[src/rtl/reg_bank_sequencer.sv]
// Round-robin sequencer sharing a byte-wide register bank among NREQ requesters.
// Single-beat ops pass straight through; LOAD16 is split into a low-byte and a high-byte beat.
module reg_bank_sequencer #(
    parameter int NREQ = 4,
    parameter int NREG = 4,
    parameter int SELW = 2
) (
    input  logic                 Clock,
    input  logic                 Reset,
    input  logic [NREQ-1:0]      ReqValid,
    input  logic [3*NREQ-1:0]    ReqOp,
    input  logic [SELW*NREQ-1:0] ReqSel,
    input  logic [16*NREQ-1:0]   ReqData,
    output logic [NREQ-1:0]      ReqAck,
    output logic                 ReqErr,
    output logic [2:0]           FunSel,
    output logic [NREG-1:0]      E,
    output logic [15:0]          RegI,
    output logic                 Busy
);
    localparam int PW = (NREQ > 1) ? $clog2(NREQ) : 1;

    typedef enum logic [1:0] {IDLE, ONE, LO, HI} state_t;

    state_t          state_q, state_d;
    logic [PW-1:0]   ptr_q, ptr_d;
    logic [PW-1:0]   gnt_q, gnt_d;
    logic [2:0]      op_q, op_d;
    logic [SELW-1:0] sel_q, sel_d;
    logic [15:0]     data_q, data_d;

    logic [NREQ-1:0] ack_q, ack_d;
    logic            err_q, err_d;
    logic [2:0]      funsel_q, funsel_d;
    logic [NREG-1:0] e_q, e_d;
    logic [15:0]     regi_q, regi_d;
    logic            busy_q, busy_d;

    logic            found;
    int              cand;
    int              idx;
    logic            in_range;
    logic [NREG-1:0] e_hot;

    always_ff @(posedge Clock or negedge Reset) begin
        if (!Reset) begin
            state_q  <= IDLE;
            ptr_q    <= PW'(NREQ - 1);
            gnt_q    <= '0;
            op_q     <= '0;
            sel_q    <= '0;
            data_q   <= '0;
            ack_q    <= '0;
            err_q    <= 1'b0;
            funsel_q <= '0;
            e_q      <= '0;
            regi_q   <= '0;
            busy_q   <= 1'b0;
        end else begin
            state_q  <= state_d;
            ptr_q    <= ptr_d;
            gnt_q    <= gnt_d;
            op_q     <= op_d;
            sel_q    <= sel_d;
            data_q   <= data_d;
            ack_q    <= ack_d;
            err_q    <= err_d;
            funsel_q <= funsel_d;
            e_q      <= e_d;
            regi_q   <= regi_d;
            busy_q   <= busy_d;
        end
    end

    // Grant search starts one past the last winner, so the last winner ranks lowest.
    always_comb begin
        state_d = state_q;
        ptr_d   = ptr_q;
        gnt_d   = gnt_q;
        op_d    = op_q;
        sel_d   = sel_q;
        data_d  = data_q;
        found   = 1'b0;
        cand    = 0;
        idx     = 0;
        case (state_q)
            IDLE: begin
                for (int k = 1; k <= NREQ; k++) begin
                    cand = int'(ptr_q) + k;
                    if (cand >= NREQ) cand = cand - NREQ;
                    if (!found && ReqValid[cand]) begin
                        found = 1'b1;
                        idx   = cand;
                    end
                end
                if (found) begin
                    gnt_d   = PW'(idx);
                    ptr_d   = PW'(idx);
                    op_d    = ReqOp[3*idx +: 3];
                    sel_d   = ReqSel[SELW*idx +: SELW];
                    data_d  = ReqData[16*idx +: 16];
                    state_d = (op_d == 3'd2) ? LO : ONE;
                end
            end
            ONE:     state_d = IDLE;
            LO:      state_d = HI;
            HI:      state_d = IDLE;
            default: state_d = IDLE;
        endcase
    end

    // Outputs are computed from the next state so they appear registered in the beat itself.
    always_comb begin
        ack_d    = '0;
        err_d    = 1'b0;
        funsel_d = 3'b000;
        e_d      = '0;
        regi_d   = 16'h0000;
        busy_d   = (state_d != IDLE);
        in_range = (int'(sel_d) < NREG);
        for (int r = 0; r < NREG; r++) e_hot[r] = in_range && (int'(sel_d) == r);
        case (state_d)
            ONE: begin
                e_d        = e_hot;
                funsel_d   = op_d;
                regi_d     = op_d[2] ? {8'h00, data_d[7:0]} : 16'h0000;
                ack_d[gnt_d] = 1'b1;
                err_d      = !in_range;
            end
            LO: begin
                e_d      = e_hot;
                funsel_d = 3'b100;
                regi_d   = {8'h00, data_d[7:0]};
            end
            HI: begin
                e_d        = e_hot;
                funsel_d   = 3'b110;
                regi_d     = {8'h00, data_d[15:8]};
                ack_d[gnt_d] = 1'b1;
                err_d      = !in_range;
            end
            default: ;
        endcase
    end

    assign ReqAck = ack_q;
    assign ReqErr = err_q;
    assign FunSel = funsel_q;
    assign E      = e_q;
    assign RegI   = regi_q;
    assign Busy   = busy_q;

endmodule
[config.mk]
export PLATFORM = sky130hd
export DESIGN_NAME = reg_bank_sequencer
export DESIGN_NICKNAME = d
export VERILOG_FILES = /design/src/rtl/reg_bank_sequencer.sv
export SDC_FILE = /design/constraint.sdc
export NUM_CORES = 1
export LEC_CHECK = 0
export ABC_AREA = 1
export CORE_AREA = 10 10 93 95
export DETAILED_ROUTE_END_ITERATION = 12
export DIE_AREA = 0 0 103 105
export PLACE_DENSITY = 0.83
export SLEW_MARGIN = 15
export SYNTH_ARGS = -nofsm -noshare
export SYNTH_HDL_FRONTEND = slang
export SYNTH_SLANG_ARGS = --single-unit
[constraint.sdc]
create_clock -name Clock -period 7.7 [get_ports Clock]
set_input_delay 0.77 -clock Clock [delete_from_list [all_inputs] [get_ports Clock]]
set_output_delay 0.77 -clock Clock [all_outputs]
set_load 0.05 [all_outputs]
### Yosys cells after proc, flatten, opt, wreduce, memory -nomap -nowiden

Cells that the tools add are included.

* register bits after elaboration: 55
* bits of input ports: 90
* output and inout port bits: 29

* add/sub/neg operators: 8
* $mul: 1
* $lt $le $gt $ge: 10
* equal/unequal tests: 10
* shifts and indexed selects: 3
* multiplexer cells: 51
* reductions and logical operators: 14

Operators by type and width (number)
* $mux 32: 13
* $lt 32x4->1 const B: 4
* $shiftx 64x32->16: 1
* $mul 3x32->32 const A: 1
* $mux 16: 2
* $shiftx 12x32->3: 1
* $shiftx 8x32->2: 1
* $pmux 8 s3: 1
* $mux 1: 17
* $eq 2x2->1 const B: 6
* $mux 2: 6
* $sub 3x3->4 const B: 3
* $ge 3x3->1 const B: 3
* $pmux 3 s3: 1
* $bmux 1 s2: 4
* $mux 4: 2
* $mux 8: 1
* $add 2x2->3 const B: 2
* $eq 2x1->1 const B: 3
* $mux 3: 2
* $pmux 2 s3: 1
* $sub 4x3->5 const B: 1
* $add 2x3->4 const B: 1
* $ge 4x3->1 const B: 1
* other kinds (12): 19

### Logic depth before layout (Yosys ltp)

* depth in word-level cells: 30
* mapped depth: 29
* mapped depth without buffers: 24

### Worst setup path before layout

OpenSTA, ideal clock, no wires.

* path kind: register to register
* start point: register ptr_q[0]
* end point: register regi_q[0], in the netlist RegI[0]
* setup time: 0.116 ns
* data arrival time: 4.005 ns
* required time: 7.584 ns
* setup slack: 3.579 ns
* cell stages (with the launch flop): 30
* buffers on the path: 5
* period minus slack after synthesis: 4.121 ns
* cell sequence: dfstp_2 > buf_6 > inv_6 > buf_12 > ha_1 > inv_1 > nand3_1 > nand2_1 > inv_2 > nand2_2 > nor2_4 > nand2_2 > nand2_2 > buf_6 > buf_4 > buf_4 > ha_1 > inv_1 > fa_1 > inv_1 > nor2_1 > nand3_1 > nand2_1 > nand2_1 > nor2_4 > nor2_4 > nand3_4 > nand2_4 > nand2_1 > nand2_1

* word-level cells in the longest chain between the ends: 29

Ends and longest elaborated chain
* start: declaration: line 26 `logic [PW-1:0] ptr_q, ptr_d;`
* start signal: assignment: line 48 `ptr_q <= PW'(NREQ - 1);`
* start signal: assignment: line 61 `ptr_q <= ptr_d;`
* $add 2x1->3: line 89 `cand = int'(ptr_q) + k;`
* $sub 3x3->4 / $ge 3x3->1 (equally long branches): line 90 `if (cand >= NREQ) cand = cand - NREQ;`
* $mux 32: line 90
* $mux 32: line 86 `case (state_q)`
* $bmux 1 s2: line 91 `if (!found && ReqValid[cand]) begin`
* $mux 1 (not written as such) (2 in series): line 91
* $mux 1: line 91
* $mux 1: line 86
* [13 not listed]
* $shiftx 12x32->3: line 99 `op_d = ReqOp[3*idx +: 3];`
* $eq 3x2->1: line 102 `state_d = (op_d == 3'd2) ? LO : ONE;`
* $mux 2: line 102
* $mux 2: line 96 `if (found) begin`
* $pmux 2 s3: line 86
* $eq 2x2->1 / $eq 2x1->1 (equally long branches): line 122 `case (state_d)`
* $pmux 8 s3 *: line 122
* named net regi_d[0]: line 36 `logic [15:0] regi_q, regi_d;`
* end signal: assignment: line 70 `regi_q <= regi_d;`
* end: declaration: line 36

The timed path passes the listed nets; every way through them passes the cells marked *. The select of a mux whose other input is x is not followed.
A chain may end at the register's enable or synchronous reset.

### Worst setup path after layout

* start point: register ptr_q[0]
* end point: register regi_q[4], in the netlist RegI[4]

Same word-level chain as after synthesis.

==> impl_metrics.json <==
{
  "gp_congestion": 0.896,
  "cts_tree": "yes",
  "rsz0062_at_grt": "no",
  "grt.met2_usage_pct": 31.7,
  "die-area_um2": 10800,
  "setup_tns_ns": 0,
  "hold_buffers": 0,
  "r2r_start": "ptr_q[0]",
  "vias_per_cell": 5.25,
  "slew_headroom_pct": 23.6,
  "antenna_cells": 0,
  "met3_usage_pct": 4.28,
  "syn_avg_cell_area_um2": 7.08,
  "cts_made_buffers": 5,
  "final_common_cell": "nand2_1",
  "worst_pin_slew_ns": 1.14,
  "hp-start": "data_q[7]",
  "status": "completed",
  "setup_violations": 0,
  "critPathCaptureType": "flip-flop",
  "start_util_pct": 48.6,
  "ant_nets": 0,
  "drive_above_1_share_pct": 9.46,
  "synth-edff-count": 0,
  "dp_hpwl_um": 7410,
  "post_cts_buffers": 0,
  "core-area_um2": 6760,
  "antenna_found_initial": 0,
  "cts_buffer_depth": 2,
  "cp_data_required_time_ns": 7.89,
  "grt_pass1_wl_um": 15900,
  "slew_violations": 0,
  "hold_viol_final": 0,
  "grt-busiest-layer": "met2",
  "seq_area_um2": 1130,
  "syn_to_final_growth_pct": 34.1,
  "fin_crit_sh_pct": 62.6,
  "ys_seq_area_share_pct": 34.4,
  "hold_class": "reg2reg",
  "max_clock_freq_ghz": 0.208,
  "syn_inst": 464,
  "path_clk_slew_ns": 0.08,
  "dieWidth_um": 103,
  "cp_slowest_cell": "dfstp_2",
  "clk_latency_ns": 0.29,
  "async_reset_ff_share_pct": 100,
  "multi_input_area_um2": 1830,
  "grt_use_total_pct": 17.8,
  "core.rowCount": 30,
  "crit_start": "ptr_q[0]",
  "clock-sinks": 45,
  "drt-initial-drc-count": 224,
  "crit_buf_inv": 7,
  "cpLargestDelayFamily": "simple AND/OR/NAND/NOR gates",
  "ctsResizeCount": 0,
  "layout_common_cells": "nand2_1 (154), clkdlybuf4s50_1 (108), nor2_1 (46)",
  "synth.distinct_cells": 38,
  "wl_um": 9430,
  "routed-via-count": 3359,
  "postSynthRegisterBits": 45,
  "nets": 657,
  "fin_worst_skew_ns": 0.00697,
  "fillerInstances": 590,
  "period_needed_ns": 4.82,
  "ys.flop_type": "dfrtp_1",
  "pin_count": 119,
  "worst-path-max-fanout": 21,
  "grt_max_degree": 51,
  "drc_errors": 0,
  "cpMostUsedCell": "nand2_1",
  "path_class": "reg2reg",
  "root_buffer": "clkbuf_8",
  "critPathArrivalTime_ns": 5.01,
  "max_cap_violations": 0,
  "met1_usage_pct": 20.1,
  "die-height_um": 105,
  "yosys_warnings": 0,
  "start_kind": "flip-flop",
  "synth_area_um2": 3280,
  "io_buffers": 109,
  "wl_per_cell_um": 14.7,
  "overflow": 0,
  "firstDrtPassIters": 4,
  "htreeDepth": 2,
  "critPathMaxStageDelay_ns": 0.67,
  "grt_pass1_vias": 3489
}
[cells by family after synthesis]
group | synth area share [%]
AOI/OAI and AO/OA | 13.7
adders and majority gates | 3.28
buffers and inverters | 10.7
DFF | 34.4
and+or+nand+nor | 37.6
other | 0.114
xor gates and xnor gates | 0.267
[worst paths after layout]
kind                            depth (start not counted)        end  slack [ns]
worst max register to register                         25    RegI[4]        2.88
worst max-delay path                                   25    RegI[4]        2.88
max in group asynchronous                               1       Busy        6.48
worst min-delay path                                    2  data_q[7]        0.49
min in group asynchronous                               1  data_q[5]        0.62
worst min register to register                          2  data_q[7]        0.49
[state kept, by name, summed over array words and instances (netlist names)]
signal	flops
op_q	1
ReqAck	4
FunSel	3
Busy	1
RegI	8
state_q	2
E	4
sel_q	2
gnt_q	2
data_q	16
ptr_q	2
[synth_stat cells (2+ instances only)]
master      n  area, µm²
a21oi_1     9       45.0
a21oi_4     2       32.5
buf_2       5       25.0
buf_4      14        105
buf_6       4       45.0
clkbuf_1    5       18.8
dfrtp_1    43       1080
dfstp_2     2       52.6
ha_1        7       87.6
inv_1      30        113
inv_2       3       11.3
nand2_1   154        578
nand2_2    13       81.3
nand2_4     4       45.0
nand3_1    32        160
nand3_2     7       70.1
nand4_1     4       25.0
nor2_1     46        173
nor2_2      2       12.5
nor2_4      4       45.0
o21ai_0    34        170
o21ai_1     6       30.0
o21ai_2     3       26.3
o22ai_1    17        106
[per-layer routing]
layer / up-vias / routed length [µm]
li1: 1670 / -
met1: 1576 / 3880
met2: 101 / 4830
met3: 12 / 580
met4: 0 / 131
met5: - / 0
[worst reg2reg max path, delay by kind of cell (launching register included)]
family / cells / cell delay, ns
and+or+nand+nor: 13 / 1.31
adders and majority gates: 3 / 1.29
buffers and inverters: 7 / 1.21
DFF: 1 / 0.67
AOI/OAI and AO/OA: 2 / 0.26
[layout make-up]
class                           count  share of cell area [%]
Clock inverter                      1                   0.682
Multi-Input combinational cell    363                    41.6
Timing Repair Buffer              110                    24.8
Clock buffer                        7                    1.96
Sequential cell                    45                    25.6
Tap cell                           80                    2.27
Inverter                           34                    3.01
[metrics by stage]
stage                     hold slack, ns  worst slack (ns)  instances  area [µm²]  utilization (%)
final                              0.487              2.88        640        4410             65.2
after global routing               0.523              2.43        640        4410             65.2
after floorplan                    0.445              3.58        472        3310                -
after CTS                          0.485              2.89        640        4410             65.2
after detailed placement           0.465              2.75        632        4290             63.5
after global placement             0.460              2.95        632        4290             63.5
Power is left out: the tool's default activity adds up to more than one toggle a clock period on the data nets, which glitch-free logic cannot reach.
